File: src/rtl/ascon_pkg.sv
// Shared ASCON control definitions: round-counter constants, finalization
// state encoding and the per-state control word decoder.
package ascon_pkg;

  localparam logic [3:0] P12_START_ROUND = 4'd0;
  localparam logic [3:0] P6_START_ROUND  = 4'd6;
  localparam logic [3:0] LAST_ROUND_P12  = 4'd11;

  typedef enum logic [2:0] {
    FIN_IDLE       = 3'd0,
    FIN_CONF_FINAL = 3'd1,
    FIN_RD0        = 3'd2,
    FIN_RD_MID     = 3'd3,
    FIN_RD_LAST    = 3'd4,
    FIN_TAG_WAIT   = 3'd5
  } fin_state_e;

  typedef struct packed {
    logic en_cpt_perm;
    logic init_p12;
    logic init_p6;
    logic input_mode;
    logic en_reg_state;
    logic en_xor_key_begin;
    logic en_xor_key_final;
    logic en_reg_tag;
    logic tag_valid;
    logic busy;
  } fin_ctrl_t;

  // Moore control word per state; unencoded states decode to all-zero.
  function automatic fin_ctrl_t fin_decode(input fin_state_e st);
    fin_ctrl_t c;
    c = '0;
    case (st)
      FIN_CONF_FINAL: begin
        c.en_cpt_perm = 1'b1;
        c.init_p12    = 1'b1;
        c.busy        = 1'b1;
      end
      FIN_RD0: begin
        c.en_cpt_perm      = 1'b1;
        c.en_reg_state     = 1'b1;
        c.en_xor_key_begin = 1'b1;
        c.busy             = 1'b1;
      end
      FIN_RD_MID: begin
        c.en_cpt_perm  = 1'b1;
        c.en_reg_state = 1'b1;
        c.input_mode   = 1'b1;
        c.busy         = 1'b1;
      end
      FIN_RD_LAST: begin
        c.en_cpt_perm      = 1'b1;
        c.en_reg_state     = 1'b1;
        c.input_mode       = 1'b1;
        c.en_xor_key_final = 1'b1;
        c.en_reg_tag       = 1'b1;
        c.busy             = 1'b1;
      end
      FIN_TAG_WAIT: begin
        c.tag_valid = 1'b1;
        c.busy      = 1'b1;
      end
      default: c = '0;
    endcase
    return c;
  endfunction

endpackage

File: src/rtl/fsm_final.sv
// ASCON-128 finalization controller: key XOR, p12 sequencing, tag latch and
// valid/ack hold. Moore outputs; end_o is the only input-qualified output.
module fsm_final
  import ascon_pkg::*;
#(
  parameter logic [3:0] LAST_ROUND = LAST_ROUND_P12
) (
  input  logic       clock_i,
  input  logic       resetb_i,
  input  logic       start_i,
  input  logic [3:0] round_i,
  input  logic       tag_ack_i,
  output logic       en_cpt_perm_o,
  output logic       init_p12_o,
  output logic       init_p6_o,
  output logic       input_mode_o,
  output logic       en_reg_state_o,
  output logic       en_xor_key_begin_o,
  output logic       en_xor_key_final_o,
  output logic       en_reg_tag_o,
  output logic       tag_valid_o,
  output logic       busy_o,
  output logic       end_o
);

  fin_state_e state_q, state_d;
  fin_ctrl_t  ctrl;

  always_ff @(posedge clock_i or negedge resetb_i) begin
    if (!resetb_i) begin
      state_q <= FIN_IDLE;
    end else begin
      state_q <= state_d;
    end
  end

  always_comb begin
    state_d = state_q;
    case (state_q)
      FIN_IDLE:       if (start_i) state_d = FIN_CONF_FINAL;
      FIN_CONF_FINAL: state_d = FIN_RD0;
      FIN_RD0:        state_d = FIN_RD_MID;
      // ">=" so a counter that skips past the penultimate round still exits.
      FIN_RD_MID:     if (round_i >= (LAST_ROUND - 4'd1)) state_d = FIN_RD_LAST;
      FIN_RD_LAST:    state_d = FIN_TAG_WAIT;
      FIN_TAG_WAIT:   if (tag_ack_i) state_d = FIN_IDLE;
      default:        state_d = FIN_IDLE;
    endcase
  end

  always_comb begin
    ctrl = fin_decode(state_q);
  end

  assign en_cpt_perm_o      = ctrl.en_cpt_perm;
  assign init_p12_o         = ctrl.init_p12;
  assign init_p6_o          = ctrl.init_p6;
  assign input_mode_o       = ctrl.input_mode;
  assign en_reg_state_o     = ctrl.en_reg_state;
  assign en_xor_key_begin_o = ctrl.en_xor_key_begin;
  assign en_xor_key_final_o = ctrl.en_xor_key_final;
  assign en_reg_tag_o       = ctrl.en_reg_tag;
  assign tag_valid_o        = ctrl.tag_valid;
  assign busy_o             = ctrl.busy;
  assign end_o              = ctrl.tag_valid & tag_ack_i;

endmodule
File: config.mk
export PLATFORM = sky130hd
export DESIGN_NAME = fsm_final
export DESIGN_NICKNAME = d
export VERILOG_FILES = /design/src/rtl/ascon_pkg.sv /design/src/rtl/fsm_final.sv
export SDC_FILE = /design/constraint.sdc
export NUM_CORES = 1
export LEC_CHECK = 0
export CAP_MARGIN = 10
export CORE_AREA = 3 3 40 42
export DETAILED_ROUTE_END_ITERATION = 10
export DIE_AREA = 0 0 43 45
export HOLD_SLACK_MARGIN = 0.12
export PLACE_DENSITY = 0.56
export SYNTH_ARGS = -nofsm -noshare
export SYNTH_HDL_FRONTEND = slang
export SYNTH_SLANG_ARGS = --single-unit
File: constraint.sdc
create_clock -name clock_i -period 1.1 [get_ports clock_i]
set_clock_uncertainty 0.05 [all_clocks]
set_input_delay 0.165 -clock clock_i [delete_from_list [all_inputs] [get_ports clock_i]]
set_output_delay 0.165 -clock clock_i [all_outputs]
set_load 0.1 [all_outputs]
### Word level (Yosys, flattened, before mapping)

Index checks and enable logic that the tools add are counted.

| storage, ports and cells | value |
|---|---|
| flip-flop bits (word level) | 3 |
| input port bits | 8 |
| output and inout port bits | 11 |
| word-level logic and storage cells | 29 |

| operators by class | value |
|---|---|
| magnitude comparators | 1 |
| eq/ne operators | 8 |
| mux-type cells | 12 |
| bitwise gates (word level) | 1 |
| reductions and logical operators | 6 |

Operators by type and width:

| operator | number |
|---|---|
| $pmux W3 S6 | 1 |
| $mux W3 | 3 |
| $mux W1 | 7 |
| $eq A3 B2 Y1 const B | 2 |
| $eq A3 B3 Y1 const B | 2 |
| $ne A2 B2 Y1 const B | 3 |
| $reduce_or A5 Y1 | 1 |
| $ge A4 B4 Y1 const B | 1 |
| $reduce_or A4 Y1 | 1 |
| $eq A3 B1 Y1 const B | 1 |
| $logic_not A3 Y1 | 1 |
| $reduce_and A3 Y1 | 1 |
| $reduce_or A3 Y1 | 1 |
| $mux W2 | 1 |
| $reduce_or A2 Y1 | 1 |
| $and A1 B1 Y1 | 1 |

### Logic depth before layout (Yosys ltp)

| depth | value |
|---|---|
| depth after elaboration | 3 |
| gate-level depth with buffers | 4 |
| gate-level depth less buffers | 3 |

### Least setup slack after synthesis

Ideal clock, no wire load.

| path | value |
|---|---|
| path type | register to output |
| start | register state_q[2] |
| end | output port busy_o |
| arrival time | 2.933 ns |
| data required time | 0.885 ns |
| setup slack | -2.048 ns |
| cell stages (with the launch flop) | 4 |
| path buffers | 1 |
| cells stage by stage | dfrtp_1 > buf_6 > xnor2_1 > or2_1 |

| between the ends | value |
|---|---|
| cells in the longest elaborated chain, start to end | 3 |

RTL lines:

| what | line | source |
|---|---|---|
| start: declaration | fsm_final.sv:26 | `fin_state_e state_q, state_d;` |
| start signal: assignment | fsm_final.sv:33 | `state_q <= state_d;` |
| $eq A3 B3 Y1, or another cell as far along | ascon_pkg.sv:35 | `case (st)` |
| $reduce_or A5 Y1 (no source line) * | - |  |
| $mux W1 * | ascon_pkg.sv:35 |  |
| end: declaration | fsm_final.sv:22 | `output logic busy_o,` |

Mark *: on every way between the ends. The rest lies on a longest branch, timed or not.

### Final worst setup path

| path | value |
|---|---|
| start | register state_q[0] |
| end | output port busy_o |

Same word-level chain as after synthesis.

==> metrics.cfg <==
[timing]
tns_ns = -5.004
rsz0062_at_grt = true
finalMaxSlewViolations = 0
fmax_mhz = 628.0
setup_viol = 13
setup_slack_ns = -0.4925
min_period_ns = 1.592
finalHoldViolations = 0
min_period_over_period_pct = 144.8

[floorplanning]
rows = 13
die_h_um = 45
io_pins = 19
die_x_um = 43
core_um2 = 1285
start_util_pct = 19.08
dieArea_um2 = 1935

[critical_path]
cp_top_family = flip-flops
critPathRequiredTime_ns = 0.88
path_max_fanout = 5
startpoint_type = flip-flop
cp.buffers_inverters = 1
worst_path_max_delay_cell = dfrtp_2
worstPathCellList = nor2_4 -> xnor2_4 -> or2_4 -> buf_12
cp.arrival_ns = 1.38
worstSetupPathType = flip-flop to output pin
slowest_delay_ns = 0.45
critPathCaptureType = output pin

[synth]
synth_commonest_cells = nand2_1, dfrtp_1, o21ai_0
netlist-cell-type-count = 21
synth_top_family_by_area = simple AND/OR/NAND/NOR gates
synth_top_cell_by_area = dfrtp_1
synth_compound_area_share_pct = 11.73
synthMuxAreaShare_pct = 0
ys_top_cells_by_area = dfrtp_1, o21ai_0, buf_4
synth_top_area_share_pct = 30.61
syn_area_per_cell_um2 = 7.664
netlist_instances = 32
synthAdderAreaFrac_pct = 0
synth_async_sr_flop_share_pct = 100.0
synth_most_common_cell = nand2_1
synth_edf_count = 0
ys_seq_elements = 3
syn_area_um2 = 245.2
syn-num-nets = 40
synthXorXnorAreaFrac_pct = 3.571
synthSimpleGateAreaFrac_pct = 38.78
ys_warn_count = 0
yosysSeqAreaShare_pct = 30.61
synthFlopType = dfrtp_1

[cts]
cts_sinks = 3
cts_tree = done
htreeDepth = 1
clk_latency_ns = 0.23
tritoncts.num_buffers = 3
cts.clk_slew.worst_paths_ns = 0.04
cts_root_buf = clkbuf_4
clockBufferDepth = 2

[run_status]
violations = negative setup slack
status = finished with violations

[placed_design]
dpl.hpwl_um = 686.9
dpl-instance-area_um2 = 665.6
place_ws_ns = -0.2849
io_buffers = 16
dpl.cell_count = 73
gp_congestion = 0.7719

[finish]
biggestRegsByFlops = state_q x3
seqCellArea_um2 = 78.83
multi_input_area_um2 = 222.7
largest_register = state_q
diodes = 0
final_nets = 77
stdcell_area_um2 = 778.2
nFillCells = 103
drive_gt1_share_pct = 75.00
stdcell_count = 83
largest_reg_flops = 3
area_growth_pct = 217.3

[route]
postRouteAntennaNets = 0
vias = 351
drt_iter0_markers = 14
routedWlPerCell_um = 11.31
drtPass1Iterations = 3
drc_errors = 0
vias_per_cell = 4.229
routed_wirelength_um = 939

[grt]
grt_pass1_vias = 314
grt_pass1_wl_mm = 1.373
antenna_found_initial = 0
grt_overflow_total = 0
track_usage_pct = 10.76
grt_max_degree = 7

[run]
maxCapViolCount = 0

[min_path]
worstHoldPathType = primary input to flip-flop

## worst reg2reg max path: stages (launching register included)
cell and delay [ns]:
dfrtp_2 0.45, buf_6 0.14, and3b_2 0.21, nand2_2 0.07, or3b_1 0.34
## layout make-up
cell class	instances	area share (%)
inverter	2	1.447
timing repair buffer	35	54.02
tap	15	2.412
clock buffer	4	3.376
multi-input combinational	24	28.62
sequential	3	10.13
## through the flow
step,util [%],hold WS [ns]
2_1_floorplan,-,-0.1806
3_3_place_gp,51.80,0.3224
3_5_place_dp,51.80,0.3209
4_1_cts,56.86,0.5575
5_1_grt,60.56,0.5799
6_report,60.56,0.5771
## final timing paths
kind | endpoint | slack, ns | cells after the start | start
setup / recovery | busy_o | -0.49 | 4 | state_q[0]$_DFFE_PN0P_
hold / removal | state_q[0]$_DFFE_PN0P_ | 0.58 | 3 | start_i
setup reg to reg | state_q[1]$_DFFE_PN0P_ | -0.28 | 4 | state_q[0]$_DFFE_PN0P_
hold reg to reg | state_q[0]$_DFFE_PN0P_ | 0.68 | 3 | state_q[2]$_DFFE_PN0P_
max in group asynchronous | state_q[1]$_DFFE_PN0P_ | 0.19 | 2 | resetb_i
min in group asynchronous | state_q[2]$_DFFE_PN0P_ | 0.64 | 2 | resetb_i
## cell usage in the layout (no fill, tap or decap), types with 2 or more instances in the layout
cell type	n
nand2_2	3
nor2_4	2
buf_4	14
nand2_1	2
clkbuf_4	3
clkdlybuf4s50_1	6
buf_6	4
dfrtp_2	3
buf_12	10
o21ai_0	2
## cells by family after synthesis
| family | Yosys count |
|---|---|
| flip-flops | 3 |
| other | 1 |
| XOR/XNOR | 1 |
| AND/OR/NAND/NOR | 17 |
| buffers and inverters | 5 |
| AO/OA/AOI/OAI | 5 |
## per-layer routing
metal / GRT usage (%) / part of all wire [%] / vias to the layer above
met4: 7.229 / 0 / 0
met3: 7.968 / 8.3 / 0
met5: 0 / 0 / -
met1: 10.90 / 34 / 165
met2: 15.57 / 58 / 11
li1: - / - / 175
## what timing repair did
action,in CTS,in global routing
buffers inserted,2,3
gates resized for setup,6,8
endpoints found under the setup margin,13,13
gates cloned,0,0
endpoints found under the hold margin,3,0
hold buffers,1,0
Power is left out: the tool's default activity adds up to more than one toggle a clock period on the data nets, which glitch-free logic cannot reach.
